### src/rtl/mem_access_if.sv
// Bus and data-memory signal bundle for mem_access_ctrl.
// The slave modport is the controller's view; the master modport is the requester's view.
interface mem_access_if #(
  parameter int N = 17
);
  logic         req_read;
  logic         req_write;
  logic [N-1:0] addr_in;
  logic [N-1:0] wdata_in;
  logic         busy;
  logic         done;
  logic         err;
  logic [N-1:0] rdata_out;
  logic         mem_write_en;
  logic [N-1:0] mem_addr;
  logic [N-1:0] mem_datain;
  logic [11:0]  mem_dataout;

  modport slave (
    input  req_read, req_write, addr_in, wdata_in, mem_dataout,
    output busy, done, err, rdata_out, mem_write_en, mem_addr, mem_datain
  );

  modport master (
    output req_read, req_write, addr_in, wdata_in, mem_dataout,
    input  busy, done, err, rdata_out, mem_write_en, mem_addr, mem_datain
  );
endinterface

### src/rtl/mem_access_ctrl.sv
// Single-port data-memory access controller: one bus read or write at a time,
// with range checking against the 4096-word memory and a one-cycle done pulse.
module mem_access_ctrl #(
  parameter int N      = 17,
  parameter int MEM_AW = 12
) (
  input  logic         clk,
  input  logic         rst_n,
  mem_access_if.slave  bus
);

  localparam int MEM_DW = 12;

  typedef enum logic [2:0] {
    IDLE,
    WRITE,
    READ_ADDR,
    READ_CAP,
    DONE
  } state_e;

  state_e       state_q, state_d;
  logic [N-1:0] mem_addr_q, mem_addr_d;
  logic [N-1:0] mem_datain_q, mem_datain_d;
  logic [N-1:0] rdata_q, rdata_d;
  logic         err_q, err_d;
  logic         addr_oor;

  assign addr_oor = |bus.addr_in[N-1:MEM_AW];

  // NOTE: every signal gets its hold value before the case statement, so no
  // path through the block leaves one unassigned and no latch is inferred.
  always_comb begin
    state_d      = state_q;
    mem_addr_d   = mem_addr_q;
    mem_datain_d = mem_datain_q;
    rdata_d      = rdata_q;
    err_d        = err_q;

    unique case (state_q)
      IDLE: begin
        if (bus.req_write || bus.req_read) begin
          if (addr_oor) begin
            // Rejected requests touch neither the memory port nor rdata_out.
            err_d   = 1'b1;
            state_d = DONE;
          end else begin
            err_d      = 1'b0;
            mem_addr_d = bus.addr_in;
            if (bus.req_write) begin
              mem_datain_d = bus.wdata_in;
              state_d      = WRITE;
            end else begin
              state_d = READ_ADDR;
            end
          end
        end
      end
      WRITE:     state_d = DONE;
      READ_ADDR: state_d = READ_CAP;
      READ_CAP: begin
        rdata_d = {{(N - MEM_DW){1'b0}}, bus.mem_dataout};
        state_d = DONE;
      end
      DONE:      state_d = IDLE;
      default:   state_d = IDLE;
    endcase
  end

  // NOTE: state registers use non-blocking assignments so every flop samples
  // the pre-edge values regardless of statement order.
  always_ff @(posedge clk or negedge rst_n) begin
    if (!rst_n) begin
      state_q      <= IDLE;
      mem_addr_q   <= '0;
      mem_datain_q <= '0;
      rdata_q      <= '0;
      err_q        <= 1'b0;
    end else begin
      state_q      <= state_d;
      mem_addr_q   <= mem_addr_d;
      mem_datain_q <= mem_datain_d;
      rdata_q      <= rdata_d;
      err_q        <= err_d;
    end
  end

  // Decoded from the state register so reset drops the write strobe at once.
  assign bus.mem_write_en = (state_q == WRITE);
  assign bus.busy         = (state_q != IDLE);
  assign bus.done         = (state_q == DONE);
  assign bus.err          = (state_q == DONE) && err_q;
  assign bus.mem_addr     = mem_addr_q;
  assign bus.mem_datain   = mem_datain_q;
  assign bus.rdata_out    = rdata_q;

endmodule

### src/flat_wrapper.sv
// flat-port wrapper written by rule: the top's interface ports become plain ports
module mem_access_ctrl_flat 
#(
  parameter int N      = 17,
  parameter int MEM_AW = 12
)
  (clk, rst_n, bus_req_read, bus_req_write, bus_addr_in, bus_wdata_in, bus_mem_dataout, bus_busy, bus_done, bus_err, bus_rdata_out, bus_mem_write_en, bus_mem_addr, bus_mem_datain);
  mem_access_if #(.N(N)) bus_i ();
  input  logic clk;
  input  logic rst_n;
  input wire logic [$bits(bus_i.req_read)-1:0] bus_req_read;
  input wire logic [$bits(bus_i.req_write)-1:0] bus_req_write;
  input wire logic [$bits(bus_i.addr_in)-1:0] bus_addr_in;
  input wire logic [$bits(bus_i.wdata_in)-1:0] bus_wdata_in;
  input wire logic [$bits(bus_i.mem_dataout)-1:0] bus_mem_dataout;
  output wire logic [$bits(bus_i.busy)-1:0] bus_busy;
  output wire logic [$bits(bus_i.done)-1:0] bus_done;
  output wire logic [$bits(bus_i.err)-1:0] bus_err;
  output wire logic [$bits(bus_i.rdata_out)-1:0] bus_rdata_out;
  output wire logic [$bits(bus_i.mem_write_en)-1:0] bus_mem_write_en;
  output wire logic [$bits(bus_i.mem_addr)-1:0] bus_mem_addr;
  output wire logic [$bits(bus_i.mem_datain)-1:0] bus_mem_datain;
  assign bus_i.req_read = bus_req_read;
  assign bus_i.req_write = bus_req_write;
  assign bus_i.addr_in = bus_addr_in;
  assign bus_i.wdata_in = bus_wdata_in;
  assign bus_i.mem_dataout = bus_mem_dataout;
  assign bus_busy = bus_i.busy;
  assign bus_done = bus_i.done;
  assign bus_err = bus_i.err;
  assign bus_rdata_out = bus_i.rdata_out;
  assign bus_mem_write_en = bus_i.mem_write_en;
  assign bus_mem_addr = bus_i.mem_addr;
  assign bus_mem_datain = bus_i.mem_datain;
  mem_access_ctrl #(.N(N), .MEM_AW(MEM_AW)) u_core (.clk(clk), .rst_n(rst_n), .bus(bus_i));
endmodule
### config.mk
export PLATFORM = sky130hd
export DESIGN_NAME = mem_access_ctrl_flat
export DESIGN_NICKNAME = d
export VERILOG_FILES = /design/src/rtl/mem_access_if.sv /design/src/rtl/mem_access_ctrl.sv /design/src/flat_wrapper.sv
export SDC_FILE = /design/constraint.sdc
export NUM_CORES = 1
export LEC_CHECK = 0
export BUFFER_PORTS_ARGS = -buffer_cell sky130_fd_sc_hd__buf_4
export CORE_MARGIN = 2
export CORE_UTILIZATION = 45
export DETAILED_ROUTE_END_ITERATION = 6
export PLACE_DENSITY_LB_ADDON = 0.3
export SYNTH_ARGS = -nofsm -noshare
export SYNTH_HDL_FRONTEND = slang
export SYNTH_SLANG_ARGS = --single-unit
### constraint.sdc
create_clock -name clk -period 3.8 [get_ports clk]
set_input_delay 1.14 -clock clk [delete_from_list [all_inputs] [get_ports clk]]
set_output_delay 1.14 -clock clk [all_outputs]
set_load 0.01 [all_outputs]
# Word-level counts from Yosys, hierarchy flattened
# Cells that the tools add are included.
# word_totals
regBits,50
inputBits,50
output_inout_bits,55
wordCells,25
# classes
n_eq_ne,5
n_mux,5
bitwise,1
n_reduce_logical,9
# ops
operator,count
3-bit one-hot mux with 3 select lines,1
"3-bit by 2-bit equality test with 1-bit output, second input constant",2
3-bit two-way mux,2
5-bit OR reduction,1
4-bit AND reduction,1
"3-bit by 1-bit equality test with 1-bit output, second input constant",1
"3-bit equality test, second input constant",1
3-bit zero test,1
3-bit AND reduction,1
3-bit nonzero test,1
2-bit two-way mux,1
"2-bit by 1-bit inequality test with 1-bit output, second input constant",1
2-bit AND reduction,1
2-bit OR reduction,1
1-bit logical AND,1
1-bit logical OR,1
1-bit two-way mux,1
1-bit NOT,1

# Logic depth before layout (Yosys ltp)
# depth
ltp_word,4
depth_mapped,6
ltp_nobuf,3

# Least setup slack after synthesis
# OpenSTA, ideal clock, no wires.
# synth_path
kind,input port to flip-flop
from,input bus_addr_in[13]
to,register u_core.mem_addr_q[10] (netlist: u_core.bus.mem_addr[10])
t_arrival_ns,2.794
setup_slack_ns,0.881
cell_stages,5
n_path_buf,2
cell_sequence,or4_1 buf_2 nor4_4 buf_4 mux2_2
# synth_between
elab_chain_len,3
# synth_rtl
item,line,rtl
start: declaration,flat_wrapper.sv:13,input wire logic [$bits(bus_i.addr_in)-1:0] bus_addr_in;
5-bit OR reduction,mem_access_ctrl.sv:29,assign addr_oor = |bus.addr_in[N-1:MEM_AW];
1-bit NOT (no line),n/a,
3-bit AND reduction (no line),n/a,
end signal: assignment,mem_access_ctrl.sv:81,mem_addr_q <= mem_addr_d;
end: declaration,mem_access_ctrl.sv:23,"logic [N-1:0] mem_addr_q, mem_addr_d;"
# No other way between the ends.
# A chain may end at the register's enable or synchronous reset.

# Worst setup path after layout
# layout_path
from,input bus_addr_in[13]
to,register u_core.mem_datain_q[10] (netlist: u_core.bus.mem_datain[10])
# layout_between
elab_chain_len,3
# layout_rtl
item,line,rtl
5-bit OR reduction,mem_access_ctrl.sv:29,
1-bit NOT (no line),n/a,
4-bit AND reduction (no line),n/a,
end signal: assignment,mem_access_ctrl.sv:82,mem_datain_q <= mem_datain_d;
end: declaration,mem_access_ctrl.sv:24,"logic [N-1:0] mem_datain_q, mem_datain_d;"
# No other way between the ends.

==> results.yml <==
timing:
  period_utilization_post_route_pct: 71.38
  setup_tns_ns: 0
  setup-violations-final: 0
  timing.hold.ws_ns: 0.5099
  tightest_slew_ns: 0.6110
  max_clock_freq_mhz: 368.7
  setup_ws_ns: 1.088
  slew_violations: 0
  worst_case_clock_skew_ns: 0.004257
  period_minus_slack_ns: 2.712
  hold_violations: 0
  rsz_0062_raised_after_global_routing: "false"
  slew-limit-headroom_pct: 59.27
placed_design:
  placement_setup_slack_ns: 0.7859
  finalWeightedCongestion: 0.6902
  dpl.cell_count: 274
  place_hpwl_um: 3000
  io_buffer_count: 99
synth:
  synthesis.instances: 129
  synth.ff_latch_count: 50
  synth_area_mm2: 0.002021
  syn_avg_cell_area_um2: 15.66
  synth-warning-count: 0
  synth_top_cells_by_area: "dfrtp_1 62%, mux2_2 17%, mux2_4 7.4%"
  async_reset_ff_share_pct: 100.0
  yosys.area.top_type: "dfrtp_1"
  synth-seq-area-share_pct: 61.92
  synth.distinct_cells: 24
  synth_top_area_share_pct: 61.92
  synth_top_flop_cell: "dfrtp_1"
  synth_enable_flop_cells: 0
cells_and_area:
  antenna-diode-count: 0
  area.growth.synth_to_final_pct: 40.43
  final_nets: 279
  layoutNonFillerInstCount: 281
  layout-drive-gt1-share_pct: 65.07
drt:
  avgViaCountPerCell: 4.783
  firstDrtPassIters: 3
  first_iter_violations: 59
  wirelength_um: 4012
  post_drt_antenna_nets: 0
  detail_route.drc_violations: 0
  detailroute.via_count: 1344
  detail_route.wl_per_cell_um: 14.28
global_route:
  first_global_vias: 1457
  antenna_found_initial: 0
  pin_count_of_the_biggest_net_entering_global_routing: 51
  global_route.usage.total_pct: 16.53
  grt_pass1_wl_um: 6589
  total_congestion_overflow: 0
floorplan:
  top_level_ports: 105
  row_count: 24
  die-area_mm2: 0.005042
  vertical_die_dimension_um: 71.01
  fp.coreArea_mm2: 0.004354
  effective_utilization_at_floorplan_pct: 46.41
  die_w_um: 71.01
worst_setup_path:
  cp.arrival_ns: 2.88
  worst_ep_required_time_ns: 3.97
  crit_path_start_kind: "primary input"
  cp-startpoint: "bus_addr_in[13]"
  endpoint_kind: "flip-flop"
  kind_of_critical_path: "primary input to flip-flop"
  regToRegStartpoint: "u_core.state_q[2]"
  path_max_fanout: 17
power:
  vdd_ir_drop_max_mv: 0.2481
  power.density_cell_area_mw_per_mm2: 426.6
  power_leakage_nw: 1.491
clock_network:
  inserted_clock_buffers: 5
  clkTransAtPathRegs_ns: 0.08
  tritoncts_clock_tree: "done"
  post_cts.resized_instances: 0
  postCtsSetupRepairBufs: 0
  tritoncts_num_sinks: 50
  ctsRootBufferMaster: "clkbuf_8"
  maximum_root_to_sink_buffer_count: 2
  htree_num_levels: 2
  cts.hold.buffers_added: 0
  clock_latency_ns: 0.28
run_status:
  outcome: "completed"
run:
  max_cap_viol_count: 0
worst_hold_path:
  worstHoldPathType: "flip-flop to flip-flop"
  worst_min_path_start: "u_core.bus.mem_datain[15]"
-- through the flow --
| stage | area (um2) | util (%) | power [W] |
|---|---|---|---|
| after floorplan | 2036 | - | 0.0007753 |
| after global placement | 2761 | 63.42 | 0.0009434 |
| after detailed placement | 2761 | 63.42 | 0.0009518 |
| after CTS | 2838 | 65.17 | 0.001231 |
| after global routing | 2838 | 65.17 | 0.001281 |
| final | 2838 | 65.17 | 0.001211 |
-- synth_stat cells, types with 2 or more instances --
| library cell | instances |
|---|---|
| dfrtp_1 | 50 |
| mux2_2 | 31 |
| mux2_4 | 10 |
| buf_4 | 6 |
| nor2b_1 | 5 |
| inv_1 | 3 |
| nor2_1 | 3 |
| buf_2 | 2 |
| nor3_1 | 2 |
| o21a_1 | 2 |
| or3_1 | 2 |
-- power breakdown --
group          total (W)  switching (W)  internal (W)
clock network   0.000273       0.000146      0.000127
registers       0.000642      0.0000395      0.000602
logic           0.000296       0.000111      0.000185
total            0.00121       0.000297      0.000914
-- flip-flops by register name, summed over array words and instances, names as in the netlist --
signal,flops
u_core.state_q,3
u_core.bus.mem_addr,17
u_core.err_q,1
u_core.bus.rdata_out,12
u_core.bus.mem_datain,17
-- logic make-up (layout without fill, tap and decap cells) --
| group | after synthesis | after routing | synth area share (%) |
|---|---|---|---|
| DFF | 50 | 50 | 61.92 |
| other | 1 | 5 | 0.1856 |
| and+or+nand+nor | 18 | 18 | 6.254 |
| AOI/OAI and AO/OA | 5 | 5 | 1.919 |
| buffers and inverters | 14 | 110 | 5.015 |
| muxes | 41 | 41 | 24.71 |
-- per-layer routing --
| layer | vias to the layer above | share of wire [%] | track usage, % | routed length [um] |
|---|---|---|---|---|
| met4 | 0 | 0.47 | 3.774 | 19 |
| met1 | 651 | 42 | 20.13 | 1668 |
| met5 | - | 0 | 0 | 0 |
| met2 | 60 | 50 | 28.56 | 1995 |
| met3 | 2 | 8.2 | 5.556 | 329 |
| li1 | 631 | - | - | - |
-- final cells by class --
| cell class | count | area (um2) |
|---|---|---|
| fillers | 347 | 1516 |
| flip-flops and latches | 50 | 1251 |
| repair buffers | 100 | 750.7 |
| multi-input cells | 69 | 683.2 |
| clock buffers | 7 | 76.32 |
| well taps | 52 | 65.06 |
| inverters | 3 | 11.26 |
-- cells in the final DEF (no fill, tap or decap) --
cell,instances
and2_1,1
or3_1,2
mux2_4,10
or4_1,1
nor4b_1,1
nor2_1,3
o21ba_2,1
or4_4,1
clkbuf_1,2
nor2b_1,5
dfrtp_1,50
o221ai_1,1
a21oi_1,1
nor4_4,1
and3_1,1
conb_1,5
o21a_1,2
inv_1,3
nor3_1,2
clkbuf_8,5
buf_4,100
mux2_2,31
-- worst max-delay path: stages --
cell	delay (ns)
buf_4	0.10
or4_1	0.65
or4_4	0.63
mux2_4	0.35
-- path summary, 6_finish.rpt --
| kind | endpoint | slack [ns] | cells past startpoint |
|---|---|---|---|
| min reg2reg | u_core.bus.mem_datain[15] | 0.51 | 1 |
| min in group asynchronous | u_core.bus.mem_datain[8] | 0.87 | 1 |
| max reg2reg | u_core.bus.mem_datain[10] | 1.72 | 3 |
| max in group asynchronous | u_core.err_q | 2.52 | 1 |
| max | u_core.bus.mem_datain[10] | 1.09 | 4 |
| min | u_core.bus.mem_datain[15] | 0.51 | 1 |
No activity file was read; power rests on OpenSTA's default activity.
